$ cat config.mk
export PLATFORM = sky130hd
export DESIGN_NAME = if_fetch_ctrl_flat
export DESIGN_NICKNAME = d
export VERILOG_FILES = /design/src/rtl/if_fetch_ctrl_if.sv /design/src/rtl/if_fetch_ctrl.sv /design/src/flat_wrapper.sv
export SDC_FILE = /design/constraint.sdc
export NUM_CORES = 1
export LEC_CHECK = 0
export CAP_MARGIN = 25
export CORE_MARGIN = 8
export CORE_UTILIZATION = 30
export DETAILED_ROUTE_END_ITERATION = 6
export DONT_BUFFER_PORTS = 1
export PLACE_DENSITY_LB_ADDON = 0.05
export SLEW_MARGIN = 20
export SYNTH_ARGS = -nofsm -noshare
export SYNTH_HDL_FRONTEND = slang
export SYNTH_SLANG_ARGS = --single-unit
$ cat constraint.sdc
create_clock -name clk -period 3.85 [get_ports clk]
set_input_delay 0.5775 -clock clk [delete_from_list [all_inputs] [get_ports clk]]
set_output_delay 0.5775 -clock clk [all_outputs]
set_load 0.02 [all_outputs]
$ cat src/rtl/if_fetch_ctrl_if.sv
// ---------------------------------------------------------------------------
// if_fetch_ctrl_if
//  Bundles every signal between the fetch controller, the PC stage, the
//  instruction sources and the IF/ID register. The controller connects
//  through the master modport. The surrounding pipeline/memories (or a
//  testbench) connect through the slave modport.
//
//  pc         PC stage -> ctrl   fetch address, valid every cycle
//  stall      hazard   -> ctrl   pipeline stall
//  src_re     ctrl -> sources    one-hot read enable per source
//  src_rdata  sources -> ctrl    packed read data, source i at [i*DATA_W +: DATA_W]
//  src_ready  sources -> ctrl    per-source data valid
//  instr      ctrl -> IF/ID      fetched instruction (NOP when none)
//  instr_vld  ctrl -> IF/ID      instr is a real fetched instruction
//  fetch_wait ctrl -> PC stage   controller busy, hold the PC
//  fault      ctrl -> trap       one-cycle pulse for an unmapped PC
//  fault_pc   ctrl -> trap       PC of the most recent fault
// ---------------------------------------------------------------------------
interface if_fetch_ctrl_if #(
   parameter int ADDR_W  = 32,
   parameter int DATA_W  = 32,
   parameter int NUM_SRC = 2
);
   logic [ADDR_W-1:0]         pc;
   logic                      stall;
   logic [NUM_SRC-1:0]        src_re;
   logic [NUM_SRC*DATA_W-1:0] src_rdata;
   logic [NUM_SRC-1:0]        src_ready;
   logic [DATA_W-1:0]         instr;
   logic                      instr_vld;
   logic                      fetch_wait;
   logic                      fault;
   logic [ADDR_W-1:0]         fault_pc;

   modport master (
      input  pc, stall, src_rdata, src_ready,
      output src_re, instr, instr_vld, fetch_wait, fault, fault_pc
   );

   modport slave (
      output pc, stall, src_rdata, src_ready,
      input  src_re, instr, instr_vld, fetch_wait, fault, fault_pc
   );
endinterface

$ cat src/rtl/if_fetch_ctrl.sv
// ---------------------------------------------------------------------------
// if_fetch_ctrl
//  Instruction-fetch controller between the PC stage and NUM_SRC
//  synchronous-read instruction sources. The top TAG_W bits of the PC
//  select a source. That source's read enable is raised in the request
//  cycle, and its data is returned to IF/ID one cycle later. The data can
//  arrive later if the source holds src_ready low, in which case the
//  controller waits for it. A stall parks the last delivered instruction in
//  a hold register. An unmapped PC produces a one-cycle fault pulse and
//  records the offending PC.
//
//  clk    clock
//  reset  synchronous, active-high reset
//  bus    if_fetch_ctrl_if.master: pc, stall, src_re, src_rdata, src_ready,
//         instr, instr_vld, fetch_wait, fault, fault_pc
// ---------------------------------------------------------------------------
module if_fetch_ctrl #(
   parameter int                       ADDR_W    = 32,
   parameter int                       DATA_W    = 32,
   parameter int                       NUM_SRC   = 2,
   parameter int                       TAG_W     = 4,
   parameter logic [NUM_SRC*TAG_W-1:0] SRC_TAGS  = 8'h41,
   parameter logic [DATA_W-1:0]        NOP_INSTR = '0
) (
   input  logic           clk,
   input  logic           reset,
   if_fetch_ctrl_if.master bus
);

   localparam int SEL_W = (NUM_SRC > 1) ? $clog2(NUM_SRC) : 1;

   typedef enum logic {ST_RUN, ST_WAIT} state_t;

   state_t              state_q, state_d;
   logic [SEL_W-1:0]    sel_q, sel_d;
   logic                pend_q, pend_d;
   logic                fault_q, fault_d;
   logic [ADDR_W-1:0]   fault_pc_q, fault_pc_d;
   logic [DATA_W-1:0]   hold_q, hold_d;
   logic                hold_vld_q, hold_vld_d;

   logic [TAG_W-1:0]    tag;
   logic                hit;
   logic [SEL_W-1:0]    hit_idx;
   logic                sel_ready;
   logic [DATA_W-1:0]   sel_data;
   logic                outstanding;
   logic [NUM_SRC-1:0]  re_c;
   logic [DATA_W-1:0]   instr_c;
   logic                vld_c;
   logic                wait_c;

   // Tag decode. The loop scans from the highest index down so that the
   // lowest matching index is the last one written and therefore wins.
   always_comb begin
      tag     = bus.pc[ADDR_W-1 -: TAG_W];
      hit     = 1'b0;
      hit_idx = '0;
      for (int i = NUM_SRC - 1; i >= 0; i--) begin
         if (tag == SRC_TAGS[i*TAG_W +: TAG_W]) begin
            hit     = 1'b1;
            hit_idx = SEL_W'(i);
         end
      end
   end

   // Read-back path for the source registered by the previous request.
   always_comb begin
      sel_ready = bus.src_ready[sel_q];
      sel_data  = bus.src_rdata[int'(sel_q)*DATA_W +: DATA_W];
   end

   // Next-state and output logic.
   // A request is outstanding in the cycle after a RUN issue, and for the
   // whole of WAIT. While it is outstanding and the source is not ready,
   // the controller keeps the enable up and asks the CPU to hold the PC.
   // No new decode happens in that case. The hold register has priority
   // on the instruction output, so a stalled pipeline keeps seeing the
   // instruction it already received.
   always_comb begin
      state_d    = state_q;
      sel_d      = sel_q;
      pend_d     = 1'b0;
      fault_d    = 1'b0;
      fault_pc_d = fault_pc_q;
      hold_d     = hold_q;
      hold_vld_d = hold_vld_q;
      re_c       = '0;
      instr_c    = NOP_INSTR;
      vld_c      = 1'b0;

      outstanding = (state_q == ST_WAIT) || pend_q;
      wait_c      = outstanding && !sel_ready;

      if (hold_vld_q) begin
         instr_c = hold_q;
         vld_c   = 1'b1;
      end else if (outstanding && sel_ready) begin
         instr_c = sel_data;
         vld_c   = 1'b1;
      end

      case (state_q)
         ST_WAIT: begin
            re_c[sel_q] = 1'b1;
            if (sel_ready) begin
               state_d = ST_RUN;
            end
         end
         default: begin
            if (wait_c) begin
               re_c[sel_q] = 1'b1;
               state_d     = ST_WAIT;
            end else if (!bus.stall) begin
               if (hit) begin
                  re_c[hit_idx] = 1'b1;
                  sel_d         = hit_idx;
                  pend_d        = 1'b1;
               end else begin
                  fault_d    = 1'b1;
                  fault_pc_d = bus.pc;
               end
            end
         end
      endcase

      if (bus.stall) begin
         if (!hold_vld_q && vld_c) begin
            hold_d     = instr_c;
            hold_vld_d = 1'b1;
         end
      end else begin
         hold_vld_d = 1'b0;
      end
   end

   // State registers. Reset aborts any outstanding fetch and drops the
   // held instruction.
   always_ff @(posedge clk) begin
      if (reset) begin
         state_q    <= ST_RUN;
         sel_q      <= '0;
         pend_q     <= 1'b0;
         fault_q    <= 1'b0;
         fault_pc_q <= '0;
         hold_q     <= '0;
         hold_vld_q <= 1'b0;
      end else begin
         state_q    <= state_d;
         sel_q      <= sel_d;
         pend_q     <= pend_d;
         fault_q    <= fault_d;
         fault_pc_q <= fault_pc_d;
         hold_q     <= hold_d;
         hold_vld_q <= hold_vld_d;
      end
   end

   // The enables are also forced low during the reset cycle, so that no
   // source sees a read while the controller is being cleared.
   assign bus.src_re     = reset ? '0 : re_c;
   assign bus.instr      = instr_c;
   assign bus.instr_vld  = vld_c;
   assign bus.fetch_wait = wait_c;
   assign bus.fault      = fault_q;
   assign bus.fault_pc   = fault_pc_q;

endmodule

$ cat src/flat_wrapper.sv
// flat-port wrapper written by rule: the top's interface ports become plain ports
module if_fetch_ctrl_flat 
#(
   parameter int                       ADDR_W    = 32,
   parameter int                       DATA_W    = 32,
   parameter int                       NUM_SRC   = 2,
   parameter int                       TAG_W     = 4,
   parameter logic [NUM_SRC*TAG_W-1:0] SRC_TAGS  = 8'h41,
   parameter logic [DATA_W-1:0]        NOP_INSTR = '0
)
  (clk, reset, bus_pc, bus_stall, bus_src_rdata, bus_src_ready, bus_src_re, bus_instr, bus_instr_vld, bus_fetch_wait, bus_fault, bus_fault_pc);
  if_fetch_ctrl_if #(.ADDR_W(ADDR_W), .DATA_W(DATA_W), .NUM_SRC(NUM_SRC)) bus_i ();
  input  logic clk;
  input  logic reset;
  input wire logic [$bits(bus_i.pc)-1:0] bus_pc;
  input wire logic [$bits(bus_i.stall)-1:0] bus_stall;
  input wire logic [$bits(bus_i.src_rdata)-1:0] bus_src_rdata;
  input wire logic [$bits(bus_i.src_ready)-1:0] bus_src_ready;
  output wire logic [$bits(bus_i.src_re)-1:0] bus_src_re;
  output wire logic [$bits(bus_i.instr)-1:0] bus_instr;
  output wire logic [$bits(bus_i.instr_vld)-1:0] bus_instr_vld;
  output wire logic [$bits(bus_i.fetch_wait)-1:0] bus_fetch_wait;
  output wire logic [$bits(bus_i.fault)-1:0] bus_fault;
  output wire logic [$bits(bus_i.fault_pc)-1:0] bus_fault_pc;
  assign bus_i.pc = bus_pc;
  assign bus_i.stall = bus_stall;
  assign bus_i.src_rdata = bus_src_rdata;
  assign bus_i.src_ready = bus_src_ready;
  assign bus_src_re = bus_i.src_re;
  assign bus_instr = bus_i.instr;
  assign bus_instr_vld = bus_i.instr_vld;
  assign bus_fetch_wait = bus_i.fetch_wait;
  assign bus_fault = bus_i.fault;
  assign bus_fault_pc = bus_i.fault_pc;
  if_fetch_ctrl #(.ADDR_W(ADDR_W), .DATA_W(DATA_W), .NUM_SRC(NUM_SRC), .TAG_W(TAG_W), .SRC_TAGS(SRC_TAGS), .NOP_INSTR(NOP_INSTR)) u_core (.clk(clk), .reset(reset), .bus(bus_i));
endmodule
After elaboration in Yosys (flattened, before gate mapping)
Cells that the tools add are included.
Widths: inputs -> output; s select.
{"block": "totals", "elab_cells": 54, "ff_bits": 69, "inputBits": 101, "output_inout_bits": 69}
{"block": "op_classes", "bitwise_logic": 4, "n_mux": 23, "reduce_logical": 13, "n_eq_ne": 2, "shifts": 1, "magnitude_cmp": 4}
{"cell": "$mux 32", "n": 2}
{"cell": "$shiftx 64x7->32", "n": 1}
{"cell": "$mux 1", "n": 14}
{"cell": "$mux 2", "n": 5}
{"cell": "$reduce_and 4->1", "n": 2}
{"cell": "$logic_and 1x1->1", "n": 5}
{"cell": "$eq 4x1->1 const B", "n": 1}
{"cell": "$eq 4x3->1 const B", "n": 1}
{"cell": "$lt 1x2->1 const B", "n": 2}
{"cell": "$not 1->1", "n": 4}
{"cell": "$reduce_or 4->1", "n": 1}
{"cell": "$demux 1 s1", "n": 2}
{"cell": "$ge 1x1->1 const B", "n": 2}
{"cell": "$logic_not 1->1", "n": 2}
{"cell": "$reduce_and 2->1", "n": 1}
{"cell": "$reduce_or 2->1", "n": 1}
{"cell": "$logic_or 1x1->1", "n": 1}

Depth between registers and ports, before layout
Gate-level depths: netlist of run 1.
{"block": "depth", "depth_word": 12, "ltp_mapped": 7, "ltp_nobuf": 4}

Worst setup path after synthesis of run 1
No wires, ideal clock.
{"block": "synth_path", "kind": "input -> output", "from": "input bus_pc[31]", "to": "output bus_src_re[1]", "n_path_buf": 0, "arrival_ns": 1.932, "slack_ns": 1.341, "cell_stages": 3, "required_time_ns": 3.273, "cell_sequence": "or4b_2 > or3_1 > a21oi_1"}
{"block": "synth_between", "elab_chain_len": 12, "word_cells_on_any_way": 15, "cone_classes": "2 x order compare; 2 x eq/ne; 10 x mux; 1 x reduce/logical"}
{"item": "start: declaration", "line": "flat_wrapper.sv:15", "rtl": "input wire logic [$bits(bus_i.pc)-1:0] bus_pc;"}
{"item": "$eq 4x3->1", "line": "if_fetch_ctrl.sv:60", "rtl": "if (tag == SRC_TAGS[i*TAG_W +: TAG_W]) begin"}
{"item": "$mux 1 (2 in a row)", "line": "if_fetch_ctrl.sv:60"}
{"item": "$lt 1x2->1 (implied by the code) / $ge 1x1->1 (equally long branches)", "line": "if_fetch_ctrl.sv:116", "rtl": "re_c[hit_idx] = 1'b1;"}
{"item": "$logic_and 1x1->1 (implied by the code)", "line": "if_fetch_ctrl.sv:116"}
{"item": "$mux 1 (implied by the code)", "line": "if_fetch_ctrl.sv:116"}
{"item": "$demux 1 s1"}
{"item": "$mux 2 *", "line": "if_fetch_ctrl.sv:115", "rtl": "if (hit) begin"}
{"item": "$mux 2 *", "line": "if_fetch_ctrl.sv:114", "rtl": "end else if (!bus.stall) begin"}
{"item": "$mux 2 *", "line": "if_fetch_ctrl.sv:111", "rtl": "if (wait_c) begin"}
{"item": "$mux 2 *", "line": "if_fetch_ctrl.sv:103", "rtl": "case (state_q)"}
{"item": "$mux 2 *", "line": "if_fetch_ctrl.sv:161", "rtl": "assign bus.src_re = reset ? '0 : re_c;"}
{"item": "end: declaration", "line": "flat_wrapper.sv:19", "rtl": "output wire logic [$bits(bus_i.src_re)-1:0] bus_src_re;"}
Every way passes the cells marked *; elsewhere a longest branch is shown, timed or not.

Worst setup path in the final report of run 1
{"block": "layout_path", "from": "register u_core.sel_q", "to": "output bus_src_re[0]"}
{"block": "layout_between", "elab_chain_len": 7, "word_cells_on_any_way": 12, "cone_classes": "2 x order compare; 7 x mux; 3 x reduce/logical"}
{"item": "start: declaration", "line": "if_fetch_ctrl.sv:35", "rtl": "logic [SEL_W-1:0] sel_q, sel_d;"}
{"item": "start signal: assignment", "line": "if_fetch_ctrl.sv:150", "rtl": "sel_q <= sel_d;"}
{"item": "$lt 1x2->1 (implied by the code) (tied with other cells)", "line": "if_fetch_ctrl.sv:105, if_fetch_ctrl.sv:112"}
{"item": "$logic_and 1x1->1 (implied by the code) / $mux 1 (equally long branches)", "line": "if_fetch_ctrl.sv:105, if_fetch_ctrl.sv:112, if_fetch_ctrl.sv:69"}
{"item": "$mux 1 (implied by the code) / $logic_not 1->1 (equally long branches)", "line": "if_fetch_ctrl.sv:105, if_fetch_ctrl.sv:112, if_fetch_ctrl.sv:93"}
{"item": "$demux 1 s1 / $logic_and 1x1->1 (equally long branches)"}
{"item": "$mux 2", "line": "if_fetch_ctrl.sv:111"}
{"item": "$mux 2 *", "line": "if_fetch_ctrl.sv:103"}
{"item": "$mux 2 *", "line": "if_fetch_ctrl.sv:161"}
Every way passes the cells marked *; elsewhere a longest branch is shown, timed or not. The select of a mux whose other input is x is not followed.

==> metrics, run 1 <==
fin nets=466; Mapped Area=3390 um^2; CTS tree=done; Worst EP required=3270 ps; Via Count=2,553; crit end category=output port; Global Route Usage Sum=0.117; Max Buffers Root-to-Sink=2; Reg2Reg Setup Slack=1850 ps; count leader, synth=dfxtp_1; Flop pwr share=0.475; first-pass GRT wire length=13,600 um; die width=122 um; hold_buf cts=0; simple-gate area share of the yosys netlist=0.220; iteration-0 DRC count of the detailed router=84; grt peak-use layer=met2; Worst IR Drop VDD=0.000234 V; synthesis warning total=0; crit-path cells=mux2i_1 -> a21o_1 -> a21oi_1 -> a211oi_1; Reg clk slew, reported paths=50 ps; fillcell total=1,186; hold crit path type=in2reg; overflow left after global routing=0; f_max=373 MHz; layout cell share with drive strength beyond 1=0.0568; sequential area share after synthesis=0.407; GPL Wtd Cong=0.669; Worst R2R Start=u_core.hold_vld_q; Yosys top cell by area=dfxtp_1; clk_lat worst skew=330 ps; Crit Path Class=reg2out; Hold Crit Start=bus_stall; Yosys reg bits=69; CP max FO=8; Area Growth Syn to Fin=9.92%; post-synthesis compound-gate area fraction=0.131; initial core utilization=0.302; slowest CP cell=a211oi_1; drc violations=0; Post-synth top cells=dfxtp_1, mux2i_1, nand2b_1; Die Area=15,000 um^2; ys flop type=dfxtp_1; net switching power figure=0.000402 W; Worst path max stage delay=620 ps; largest family of logic cells by synthesized area=simple AND/OR/NAND/NOR gates; io pins=170; Worst Setup Start Kind=flop; H-Tree Depth=3; synth top area cells=dfxtp_1, mux2i_1, nand2b_1; Slew @ Worst Pin=713 ps; n_diodes=0; final setup violation count=0; Cell Pwr Density=449 nW/um^2; Port Buffers=0; Vias/cell=4.98; switching share of power=0.240; antenna viol nets, final=0; clock sinks=69; Leak=1.22 nW; power share of the combinational group=0.069; placed inst area=3460 um^2; post-layout minimum cycle time=2680 ps; RR Endpoint=u_core.hold_q[15]; placement row count=39; status=complete, no violations; M3 GR Usage=0.0497; post-CTS sizing=0; Rel. slew slack=0.522; Synth Area in XOR/XNOR=0.00258; hpwl dp=6120 um; max cap viols=0; largest net degree at the start of global routing=104; Synth top area share=0.407; number of flops mapped to enable cells by yosys=0; CTS root buf=clkbuf_16; Internal=0.00127 W; ys async rst share=0; met1 usage=0.143; Buf/Inv on CP=0; Critical Path AT=2100 ps; Setup Skew=5.35 ps; Adder-Cell Fraction of Synth Area=0; antenna violations before repair=0; Tcrit/Tclk final=0.697; Avg WL per Cell=17.7 um; setup_tns=0 ps; final WL=9090 um; delay-heaviest family, CP=compound AO/OA/AOI/OAI gates; post-synthesis cell count=383; 1st-pass router iterations=4; Slew Viols, Final=0; hold path cells=1; design area=3730 um^2; R2R depth=5; number of library cell types mapped by synthesis=25; Setup Buffers After CTS=0; Die H=122 um; post-synthesis average cell area=8.86 um^2; RSZ-0062 raised after global routing=no; multiplexer area fraction after synthesis=0.192; Core ar.=11,200 um^2; hold path endpoint=u_core.pend_q; vias in the first global route=2,527; syn_nets=484; Clock power frac=0.457; hold violation total from the final report=0; TritonCTS Buffers=9; grt met2 use=0.172
## flip-flops by register name, summed over array words and instances, names as in the netlist
register             cells
u_core.bus.fault_pc     32
u_core.hold_q           32
u_core.bus.fault         1
u_core.hold_vld_q        1
u_core.pend_q            1
u_core.sel_q             1
u_core.state_q           1
## power by group through the flow
stage / clock (W) / sequential, W / combinational, W
5_1_grt: 0.000822 / 0.000798 / 0.000129
3_3_place_gp: 0 / 0.000811 / 0.000115
3_5_place_dp: 0 / 0.000811 / 0.000117
2_1_floorplan: 0 / 0.000802 / 0.000116
6_report: 0.000764 / 0.000794 / 0.000115
4_1_cts: 0.000799 / 0.000795 / 0.000117
## logic make-up (layout without fill, tap and decap cells)
family / count (synthesis) / count (layout)
multiplexers: 65 / 65
AND/OR/NAND/NOR: 143 / 143
XOR/XNOR: 1 / 1
flip-flops: 69 / 69
AO/OA/AOI/OAI: 71 / 71
buffers and inverters: 34 / 21
## layer usage
| layer | part of all wire | vias to the layer above |
|---|---|---|
| li1 | - | 1285 |
| met4 | 0.020 | 0 |
| met1 | 0.46 | 1144 |
| met3 | 0.096 | 14 |
| met5 | 0 | - |
| met2 | 0.42 | 110 |
## through the flow
| stage | cells | hold slack (ps) | power, W | util | setup WS [ps] |
|---|---|---|---|---|---|
| finish | 513 | 321 | 0.00167 | 0.332 | 1170 |
| floorplan | 383 | 478 | 0.000918 | - | 1340 |
| global route | 513 | 307 | 0.00175 | 0.332 | 997 |
| CTS | 513 | 299 | 0.00171 | 0.332 | 1120 |
| detailed placement | 497 | 486 | 0.000928 | 0.308 | 1290 |
| global placement | 497 | 480 | 0.000926 | 0.308 | 1270 |
## layout by cell type, fill, tap and decap left out, types with 2 or more instances in the layout
cell       instances
a211oi_1          33
a21oi_1            3
buf_4              5
clkbuf_1           4
clkbuf_16          9
clkbuf_8           2
dfxtp_1           68
mux2i_1           65
nand2_1           33
nand2b_1          64
nor2_1            33
nor2b_1            2
nor4_1             3
o21ai_1           32
or3_1              3
## area by class of cell
cell class / instances / area (um^2) / area share
Clock buffer: 15 / 268 / 0.0718
Clock inverter: 1 / 5.00 / 0.00134
Multi-Input combinational cell: 280 / 1860 / 0.498
Sequential cell: 69 / 1380 / 0.371
Tap cell: 143 / 179 / 0.0480
Timing Repair Buffer: 5 / 37.5 / 0.0101
## how the worst max path moves through the flow
stage,depth (start not counted),end,slack [ps],start
6_report,4,bus_src_re[0],1170,u_core.sel_q
5_1_grt,4,bus_src_re[0],1000,u_core.sel_q
4_1_cts,4,bus_src_re[0],1120,u_core.sel_q
3_5_place_dp,3,bus_src_re[1],1290,bus_pc[31]
3_3_place_gp,3,bus_src_re[1],1270,bus_pc[31]
2_1_floorplan,3,bus_src_re[1],1340,bus_pc[31]
Power figures use the tool's default switching activity.
==> inputs of run 2 (changes only) <==
Clock period 3.85 ns to 2.4 ns, I/O delays scaled along.
==> run 2 against run 1 <==
Sequential cell count stayed put. Register-to-register slack worse by 1300 ps. Die area did not move. Clock-buffer cell count down 3. Total power is 74% higher. Final cell count increased by 7.2%. Non-clock buffer count is 37 higher.
==> metrics, run 2 (synthesis gave the netlist of run 1 again) <==
Reg clk slew, reported paths=50 ps (about the same); switching share of power=0.225 (-0.0155); f_max=456 MHz; commonest non-fill, non-tap cell in the layout=dfxtp_1; hold_buf cts=0 (unchanged); Setup Skew=4.06 ps (-1.28 ps); Cell Pwr Density=715 nW/um^2 (+59%); hold violation total from the final report=0 (unchanged); hold path cells=1 (unchanged); power share of the combinational group=0.067 (-0.002); Area Growth Syn to Fin=19.8%; overflow left after global routing=0 (unchanged); final WL=9290 um (+2.1%); initial core utilization=0.302 (unchanged); io pins=170 (unchanged); Worst path max stage delay=400 ps (-220 ps); layout cell share with drive strength beyond 1=0.152 (+0.0956); max cap viols=0 (unchanged); iteration-0 DRC count of the detailed router=153 (+82%); GPL Wtd Cong=0.699 (+4.5%); hpwl dp=6500 um (+6.2%); Die Area=15,000 um^2 (unchanged); die width=122 um (unchanged); Max Buffers Root-to-Sink=2 (unchanged); fillcell total=1,195 (+0.76%); H-Tree Depth=3 (unchanged); R2R depth=5 (unchanged); CTS tree=done; Via Count=2,674 (+4.7%); Clock power frac=0.495 (+0.038); Slew @ Worst Pin=566 ps (-147 ps); drc violations=0 (unchanged); post-layout minimum cycle time=2190 ps; Port Buffers=0 (unchanged); status=complete, no violations; clock sinks=69 (unchanged); Core ar.=11,200 um^2 (unchanged); commonest non-fill, non-tap cells in the layout=dfxtp_1, mux2i_1, nand2b_1, buf_4; Worst Setup Start Kind=flop; Internal=0.00225 W (+77%); final setup violation count=0 (unchanged); placement row count=39 (unchanged); Buf/Inv on CP=1 (+1); Worst IR Drop VDD=0.000503 V (+110%); Tcrit/Tclk final=0.914; hold crit path type=in2reg; Hold WS=110 ps (-211 ps); Vias/cell=4.86 (-2.3%); n_diodes=0 (unchanged); Crit Path Class=reg2out; Leak=1.45 nW (+19%); first-pass GRT wire length=14,600 um (+7.2%); Avg WL per Cell=16.9 um (-4.7%); RSZ-0062 raised after global routing=no; delay-heaviest family, CP=compound AO/OA/AOI/OAI gates; Global Route Usage Sum=0.123 (+0.00589); clk_lat worst skew=330 ps (about the same); antenna violations before repair=0 (unchanged); Final Util=0.362 (+0.0299); slowest CP cell=or3_1; Die H=122 um (unchanged); TritonCTS Buffers=9 (unchanged); fin nets=503 (+7.9%); Flop pwr share=0.438 (-0.037); antenna viol nets, final=0 (unchanged); crit end category=output port; critical path depth=5 (+1); setup_tns=0 ps (unchanged); crit-path cells=mux2i_2 -> a21o_1 -> or3_1 -> a21oi_1 -> buf_4; Worst EP required=2040 ps (-1230 ps); Critical Path AT=1830 ps (-270 ps); Rel. slew slack=0.623 (+0.101); vias in the first global route=2,811 (+11%); CTS root buf=clkbuf_16; CP max FO=8 (unchanged); largest net degree at the start of global routing=104 (unchanged); net switching power figure=0.000654 W (+63%); Slew Viols, Final=0 (unchanged); 1st-pass router iterations=4 (unchanged)
run 2: worst paths after layout:
| check | startpoint | to | slack (ps) |
|---|---|---|---|
| hold reg to reg | u_core.hold_q[21] | u_core.hold_q[21] | 490 |
| setup / recovery | u_core.sel_q | bus_src_re[1] | 210 |
| hold / removal | bus_stall | u_core.pend_q | 110 |
| setup reg to reg | u_core.sel_q | u_core.bus.fault_pc[12] | 560 |
run 2: metal layers:
metal | vias up | wire [um] | GRT usage
li1 | 1356 | - | -
met1 | 1206 | 4230 | 0.146
met2 | 106 | 4120 | 0.195
met3 | 6 | 855 | 0.0621
met4 | 0 | 80 | 0.0297
met5 | - | 0 | 0
run 2: power groups by stage:
stage	logic, W	registers [W]	clock network (W)
final	0.000194	0.00127	0.00144
after global routing	0.000219	0.00128	0.00155
after CTS	0.000199	0.00128	0.00151
after detailed placement	0.000198	0.00130	0
after global placement	0.000194	0.00130	0
after floorplan	0.000185	0.00129	0
run 2: metrics by stage:
step	setup WS, ps	total power, W	cell area, um^2	std cells
CTS	89.2	0.00298	4060	550
floorplan	326	0.00147	3390	383
global route	77.4	0.00305	4070	550
detailed placement	383	0.00150	3730	534
finish	207	0.00291	4070	550
global placement	367	0.00149	3730	534
run 2: what timing repair did:
| item | CTS | global route |
|---|---|---|
| gates resized for setup | 0 | 1 |
| buffers inserted | 0 | 0 |
| setup endpoints to repair | 0 | 1 |
run 2: area by class of cell:
type	instances	area [um^2]	area share
clock buffers	12	256	0.0631
clock inverters	4	70.1	0.0172
multi-input cells	280	1860	0.458
flip-flops and latches	69	1380	0.340
well taps	143	179	0.0440
repair buffers	42	315	0.0776
run 2: worst register-to-register path, delay by kind of cell, from the launching register on:
family	cells	cell delay, ps
simple gates	1	180
compound gates	1	300
buf+inv	1	480
flops	1	330
mux	2	470
==> inputs of run 3 (changes only) <==
Settings changed: ABC_CLOCK_PERIOD_IN_PS from default to 2500.
Clock period 2.4 ns to 2.5 ns, I/O delays scaled along.
==> run 3 against run 2 <==
Critical path depth stayed put. Register-to-register slack improved by 100 ps. Core utilization fell by 0.69 points. Largest power group is now sequential cells.
==> metrics, run 3 (synthesis gave the netlist of run 1 again) <==
status=complete, no violations; Die Area=15,000 um^2 (unchanged); Setup Buffers After CTS=0 (unchanged); Cell Pwr Density=637 nW/um^2 (-11%); delay-heaviest family, CP=compound AO/OA/AOI/OAI gates; antenna violations before repair=0 (unchanged); RSZ-0062 raised after global routing=no; Area Growth Syn to Fin=17.5%; Leak=1.41 nW (-2.8%); setup_tns=0 ps (unchanged); H-Tree Depth=3 (unchanged); commonest non-fill, non-tap cells in the layout=dfxtp_1, mux2i_1, nand2b_1, buf_4; hold path cells=1 (unchanged); fin nets=502 (-0.20%); f_max=435 MHz; crit end category=output port; hpwl dp=6390 um (-1.7%); Avg WL per Cell=16.5 um (-2.0%); io pins=170 (unchanged); RR Endpoint=u_core.bus.fault_pc[19]; GPL Wtd Cong=0.701 (+0.34%); hold violation total from the final report=0 (unchanged); clk_lat worst skew=330 ps (about the same); TritonCTS Buffers=9 (unchanged); post-layout minimum cycle time=2300 ps; Rel. slew slack=0.624 (+0.00113); clock sinks=69 (unchanged); Critical Path AT=1920 ps (+90 ps); Vias/cell=4.84 (-0.50%); vias in the first global route=2,663 (-5.3%); Global Route Usage Sum=0.122 (-0.00129); first-pass GRT wire length=14,200 um (-3.0%); final setup violation count=0 (unchanged); Reg2Reg Setup Slack=660 ps (+100 ps); Die H=122 um (unchanged); hold_buf cts=0 (unchanged); Port Buffers=0 (unchanged); commonest non-fill, non-tap cell in the layout=dfxtp_1; Worst R2R Start=u_core.sel_q; Hold Crit Start=bus_stall; post-CTS sizing=0 (unchanged); max cap viols=0 (unchanged); Worst IR Drop VDD=0.000502 V (-0.33%); slowest CP cell=mux2i_1; layout cell share with drive strength beyond 1=0.141 (-0.0116); Core ar.=11,200 um^2 (unchanged); 1st-pass router iterations=4 (unchanged); Max Buffers Root-to-Sink=2 (unchanged); Reg clk slew, reported paths=50 ps (about the same); hold path endpoint=u_core.pend_q; CTS root buf=clkbuf_16; die width=122 um (unchanged); Worst path max stage delay=420 ps (+20 ps); overflow left after global routing=0 (unchanged); Slew @ Worst Pin=564 ps (-1.70 ps); CP max FO=8 (unchanged); Tot Pwr=0.00254 W (-13%); Worst Setup Start Kind=flop; drc violations=0 (unchanged); Slew Viols, Final=0 (unchanged); Buf/Inv on CP=1 (unchanged); largest net degree at the start of global routing=104 (unchanged); hold crit path type=in2reg; placement row count=39 (unchanged); Worst EP required=2120 ps (+80 ps); CTS tree=done; Crit Path Class=reg2out; initial core utilization=0.302 (unchanged); iteration-0 DRC count of the detailed router=82 (-46%); final WL=9070 um (-2.3%); Setup Skew=5.76 ps (+1.69 ps); Tcrit/Tclk final=0.919; R2R depth=5 (unchanged); Via Count=2,651 (-0.86%); antenna viol nets, final=0 (unchanged); n_diodes=0 (unchanged); crit-path cells=mux2i_1 -> a21o_1 -> a21oi_1 -> a211oi_1 -> buf_4
==> run 3: cell types whose count changed in the layout (fill, tap and decap cells not counted), sizes merged <==
cell    before  now
bufinv       2    0
buf         42   41
clkbuf      12   13
==> run 3: routing by layer <==
metal / global-route usage / up-vias / wire [um]
met5: 0 / - / 0
met4: 0.0388 / 0 / 100
met3: 0.0727 / 8 / 1000
met2: 0.177 / 109 / 3920
met1: 0.148 / 1186 / 4050
li1: - / 1348 / -
==> run 3: area by class of cell <==
type	instances	area, um^2
clock buffer	13	250
clock inverter	2	10.0
fill	1181	7240
multi-input combinational	280	1860
sequential	69	1380
tap	143	179
timing repair buffer	41	308
==> run 3: report_power, final <==
part / internal, W / leakage [nW] / switching (W) / total (W)
Combinational: 0.0000932 / 0.717 / 0.0000915 / 0.000185
Sequential: 0.00115 / 0.563 / 0.0000776 / 0.00122
Clock: 0.000690 / 0.129 / 0.000444 / 0.00113
Total: 0.00193 / 1.41 / 0.000613 / 0.00254
==> run 3: worst max path at each step <==
stage	from	to	slack, ps	cells after the start
finish	u_core.sel_q	bus_src_re[0]	200	5
global route	u_core.sel_q	bus_src_re[0]	10	5
floorplan	bus_pc[31]	bus_src_re[1]	400	3
global placement	bus_pc[31]	bus_src_re[1]	450	4
CTS	u_core.sel_q	bus_src_re[0]	150	5
detailed placement	bus_pc[31]	bus_src_re[1]	440	4
==> run 3: per-stage QoR <==
step | util | area (um^2) | hold slack [ps] | std cells | setup slack [ps]
6_report | 0.355 | 3990 | 119 | 548 | 203
2_1_floorplan | - | 3390 | 478 | 383 | 396
3_5_place_dp | 0.332 | 3730 | 454 | 533 | 437
5_1_grt | 0.355 | 3990 | 98.7 | 548 | 14.2
3_3_place_gp | 0.332 | 3730 | 456 | 533 | 449
4_1_cts | 0.355 | 3990 | 95.6 | 548 | 148
